`src/rtl/sync_fifo_param.sv`:
```
// sync_fifo_param: single-clock FIFO with a registered read port, occupancy
// count, programmable almost-full/almost-empty flags, synchronous flush and
// sticky overflow/underflow error flags.
module sync_fifo_param #(
  parameter int DATA_W    = 32,
  parameter int ADDR_W    = 3,
  parameter int AFULL_TH  = 6,
  parameter int AEMPTY_TH = 2
) (
  input  logic              clk,
  input  logic              rst_n,
  input  logic              flush,
  input  logic              wr,
  input  logic [DATA_W-1:0] wr_d,
  output logic              full,
  output logic              almost_full,
  input  logic              rd,
  output logic [DATA_W-1:0] rd_d,
  output logic              rd_vld,
  output logic              empty,
  output logic              almost_empty,
  output logic [ADDR_W:0]   count,
  output logic              ovf,
  output logic              udf,
  input  logic              err_clr
);

  localparam int DEPTH = 1 << ADDR_W;
  localparam logic [ADDR_W:0] FULL_CNT   = (ADDR_W+1)'(DEPTH);
  localparam logic [ADDR_W:0] AFULL_CNT  = (ADDR_W+1)'(AFULL_TH);
  localparam logic [ADDR_W:0] AEMPTY_CNT = (ADDR_W+1)'(AEMPTY_TH);

  logic [DATA_W-1:0] mem_q [DEPTH];

  logic [ADDR_W:0]   wptr_q, wptr_d;
  logic [ADDR_W:0]   rptr_q, rptr_d;
  logic [ADDR_W:0]   count_q, count_d;
  logic [DATA_W-1:0] rdata_q, rdata_d;
  logic              rd_vld_q, rd_vld_d;
  logic              ovf_q, ovf_d;
  logic              udf_q, udf_d;
  logic              wr_acc, rd_acc;

  // Flags come straight from the registered count, so they describe the
  // state left by the previous edge and both requests see the same view.
  always_comb begin
    full         = (count_q == FULL_CNT);
    empty        = (count_q == '0);
    almost_full  = (count_q >= AFULL_CNT);
    almost_empty = (count_q <= AEMPTY_CNT);
  end

  // Next-state for pointers, read data and error flags; flush masks both
  // requests so they neither move pointers nor raise an error.
  always_comb begin
    wr_acc   = wr & ~full & ~flush;
    rd_acc   = rd & ~empty & ~flush;
    wptr_d   = wptr_q;
    rptr_d   = rptr_q;
    rdata_d  = rdata_q;
    rd_vld_d = 1'b0;
    ovf_d    = ovf_q;
    udf_d    = udf_q;
    if (flush) begin
      wptr_d = '0;
      rptr_d = '0;
    end else begin
      if (wr_acc) begin
        wptr_d = wptr_q + 1'b1;
      end
      if (rd_acc) begin
        rptr_d   = rptr_q + 1'b1;
        rdata_d  = mem_q[rptr_q[ADDR_W-1:0]];
        rd_vld_d = 1'b1;
      end
    end
    if (err_clr) begin
      ovf_d = 1'b0;
      udf_d = 1'b0;
    end
    if (wr & full & ~flush) begin
      ovf_d = 1'b1;
    end
    if (rd & empty & ~flush) begin
      udf_d = 1'b1;
    end
    count_d = wptr_d - rptr_d;
  end

  // Storage array has no reset; a write is only committed outside reset.
  always_ff @(posedge clk) begin
    if (rst_n && wr_acc) begin
      mem_q[wptr_q[ADDR_W-1:0]] <= wr_d;
    end
  end

  // Control and read-port registers with synchronous active-low reset.
  always_ff @(posedge clk) begin
    if (!rst_n) begin
      wptr_q   <= '0;
      rptr_q   <= '0;
      count_q  <= '0;
      rdata_q  <= '0;
      rd_vld_q <= 1'b0;
      ovf_q    <= 1'b0;
      udf_q    <= 1'b0;
    end else begin
      wptr_q   <= wptr_d;
      rptr_q   <= rptr_d;
      count_q  <= count_d;
      rdata_q  <= rdata_d;
      rd_vld_q <= rd_vld_d;
      ovf_q    <= ovf_d;
      udf_q    <= udf_d;
    end
  end

  assign count  = count_q;
  assign rd_d   = rdata_q;
  assign rd_vld = rd_vld_q;
  assign ovf    = ovf_q;
  assign udf    = udf_q;

endmodule

```
`config.mk`:
```
export PLATFORM = sky130hd
export DESIGN_NAME = sync_fifo_param
export DESIGN_NICKNAME = d
export VERILOG_FILES = /design/src/rtl/sync_fifo_param.sv
export SDC_FILE = /design/constraint.sdc
export NUM_CORES = 1
export LEC_CHECK = 0
export ABC_AREA = 1
export CAP_MARGIN = 20
export CORE_AREA = 2 2 175 177
export CTS_CLUSTER_DIAMETER = 50
export DETAILED_ROUTE_END_ITERATION = 6
export DIE_AREA = 0 0 177 179
export GPL_ROUTABILITY_DRIVEN = 0
export SLEW_MARGIN = 30
export SYNTH_ARGS = -nofsm -noshare
export SYNTH_HDL_FRONTEND = slang
export SYNTH_SLANG_ARGS = --single-unit
```
`constraint.sdc`:
```
create_clock -name clk -period 6.6 [get_ports clk]
set_input_delay 1.32 -clock clk [delete_from_list [all_inputs] [get_ports clk]]
set_output_delay 1.32 -clock clk [all_outputs]
set_load 0.02 [all_outputs]
```
==> impl_metrics.tcl <==
set metrics [dict create \
    synthDistinctLibCells 32 \
    synth_area_um2 11800 \
    cts_max_level 1 \
    cp_max_fo 33 \
    fmax_ghz 0.283 \
    worstSkewPairLatency_ps 550 \
    hpwlAfterDp_um 14600 \
    clockRootBuffer "clkbuf_16" \
    antenna_found_initial 0 \
    die_h_um 179 \
    drv_slew 0 \
    pin_count 81 \
    core_um2 30000 \
    fin_skew_ps 19.6 \
    cts_made_buffers 31 \
    cp_cell_sequence "clkdlybuf4s50_1 -> nor2_4 -> nor2_1 -> nor2_1 -> o21ai_1 -> ha_1 -> a21o_1 -> a21oi_1 -> nand3_1 -> a21oi_1 -> nor2_2" \
    final_nets 1071 \
    p_int_uw 3250 \
    syn-instance-count 960 \
    cts_tree "yes" \
    rsz0062_at_grt "false" \
    routedWlPerCell_um 17.0 \
    setup-violations-final 0 \
    yosysWarnings 0 \
    cts_setup_buffers 0 \
    grt_pass1_vias 7316 \
    cp_slowest_stage_delay_ps 660 \
    finalHoldViolCount 0 \
    critPathSlowestCell "nor2_4" \
    fin_crit_ps 3530 \
    hold_class "reg2reg" \
    slew_headroom_pct 48.0 \
    switching_share_pct 22.5 \
    drtPass1Iterations 5 \
    die_w_um 177 \
    vias_per_cell 5.07 \
    ant_nets 0 \
    grt_pass1_wl_um 39400 \
    row_count 64 \
    power_density_nw_per_um2 296 \
    crit_path_start_kind "input port" \
    combPwrFrac_pct 8.1 \
    worst_pin_slew_ps 780 \
    clkPwrFrac_pct 41.0 \
    p_leak_uw 0.00456 \
    layout_common_cells "256 x edfxtp_1, 205 x nor2_1, 132 x o21ai_0, 95 x o21ai_1, 80 x clkdlybuf4s50_1" \
    die-area_um2 31700 \
    seq_power_share_pct 50.9 \
    whs_ps 474 \
    ff2ff_path_depth 9 \
    grt_max_degree 87 \
    fillers 2645 \
    regArea_um2 8640 \
    power.switching_uw 946 \
    synth_fp_nets 1004 \
    start_util_pct 39.3 \
    max-vdd-ir-drop_v 0.000201 \
    io_buffers 80 \
    mostFrequentLayoutCell "edfxtp_1" \
    avgSynthCellArea_um2 12.3 \
    path_clk_slew_ps 60 \
    clockBufferDepth 3 \
    multiInputGateArea_um2 2820 \
    grt.overflow.total 0 \
    cp_data_arrival_time_ps 3970 \
    via_count 7336 \
    cts_resized 0 \
    outcome "finished, final reports clean" \
    cts.sinks 303 \
    critPathKind "in2reg" \
    track_usage_pct 15.8 \
    total_power_uw 4200 \
    cp-end-kind "flip-flop" \
    cts_hold_buf 0 \
    drtIter0Drc 550 \
    yosysSeqAreaShare_pct 73.2 \
    required_ps 7040 \
    wirelength_um 24600 \
    drc 0 \
    syn2layout_area_growth_pct 20.1 \
    drv_cap 0 \
    place_area_um2 13100 \
    drive_gt1_share_pct 8.37 \
    tns_ps 0 \
    min_path_cells 2 \
    ys_ff_latch 303 \
    diodes 0 \
    design_area_um2 14200 \
    period_share_pct 53.5 \
]
synthesized netlist by cell type:
cell type	number	area [um^2]
edfxtp_1	256	7690
nor2_1	213	800
o21ai_0	132	661
o21ai_1	95	475
dfxtp_1	47	941
a21oi_1	39	195
clkbuf_1	32	120
o211ai_1	32	240
nand2_1	26	97.6
inv_1	18	67.6
buf_2	13	65.1
nand3_1	11	55.1
buf_4	7	52.6
buf_6	7	78.8
ha_1	5	62.6
nor2_2	4	25.0
buf_1	3	11.3
nor3_1	3	15.0
inv_2	2	7.51
nand2_2	2	12.5
nand4_1	2	12.5
a211oi_2	1	12.5
a21o_1	1	7.51
a21oi_2	1	8.76
and2_1	1	6.26
fa_1	1	20.0
inv_4	1	6.26
nand3_2	1	10.0
nor2_4	1	11.3
o21bai_2	1	11.3
xnor2_1	1	8.76
xor2_1	1	8.76
power by group through the flow:
stage	clock, uW	sequential, uW	combinational (uW)
2_1_floorplan	0	2200	175
3_3_place_gp	0	2180	334
3_5_place_dp	0	2180	342
4_1_cts	1750	2140	344
5_1_grt	1830	2140	379
6_report	1720	2140	340
state kept, by name (all words and copies together) (netlist names):
name and count:
count 4, mem_q 256, ovf 1, rd_d 32, rd_vld 1, rptr_q 4, udf 1, wptr_q 4
kinds of logic (layout without fill, tap and decap cells):
| group | count (synthesis) | count (layout) | synth area share (%) |
|---|---|---|---|
| flops | 303 | 303 | 73.2 |
| xor+xnor | 2 | 2 | 0.149 |
| simple gates | 264 | 264 | 8.86 |
| buf+inv | 83 | 174 | 3.47 |
| fa+ha+maj | 6 | 6 | 0.700 |
| compound gates | 302 | 302 | 13.7 |
through the flow:
| stage | setup slack [ps] | cells | util, % |
|---|---|---|---|
| after floorplan | 2850 | 960 | - |
| after global placement | 2420 | 1380 | 42.9 |
| after detailed placement | 2490 | 1389 | 43.7 |
| after CTS | 3080 | 1446 | 47.1 |
| after global routing | 2890 | 1447 | 47.2 |
| final | 3070 | 1447 | 47.2 |
final timing paths:
kind	start	slack, ps	to
min	ovf$_SDFFE_PN0P_	470	ovf$_SDFFE_PN0P_
min reg2reg	ovf$_SDFFE_PN0P_	470	ovf$_SDFFE_PN0P_
max	flush	3070	count[3]$_SDFF_PN0_
max reg2reg	rptr_q[2]$_SDFF_PN0_	3830	count[3]$_SDFF_PN0_
area by class of cell:
cell class	instances	share of cell area (%)
multi-input combinational	574	19.9
sequential	303	61.0
clock inverter	19	1.24
tap	396	3.50
timing repair buffer	96	7.92
clock buffer	38	5.87
inverter	21	0.574
critical path, delay by kind of cell:
kind | cells | cell delay [ps]
AO/OA/AOI/OAI | 4 | 700
adder cells (fa/ha/maj) | 1 | 300
buffers and inverters | 1 | 630
AND/OR/NAND/NOR | 5 | 1030
layer usage:
metal,wire (um),GRT usage [%],share of wire [%]
met2,11800,26.8,48
met4,419,4.13,1.7
met3,1130,2.46,4.6
met1,11300,21.1,46
met5,0,0,0
(Power assumes the default switching activity.)
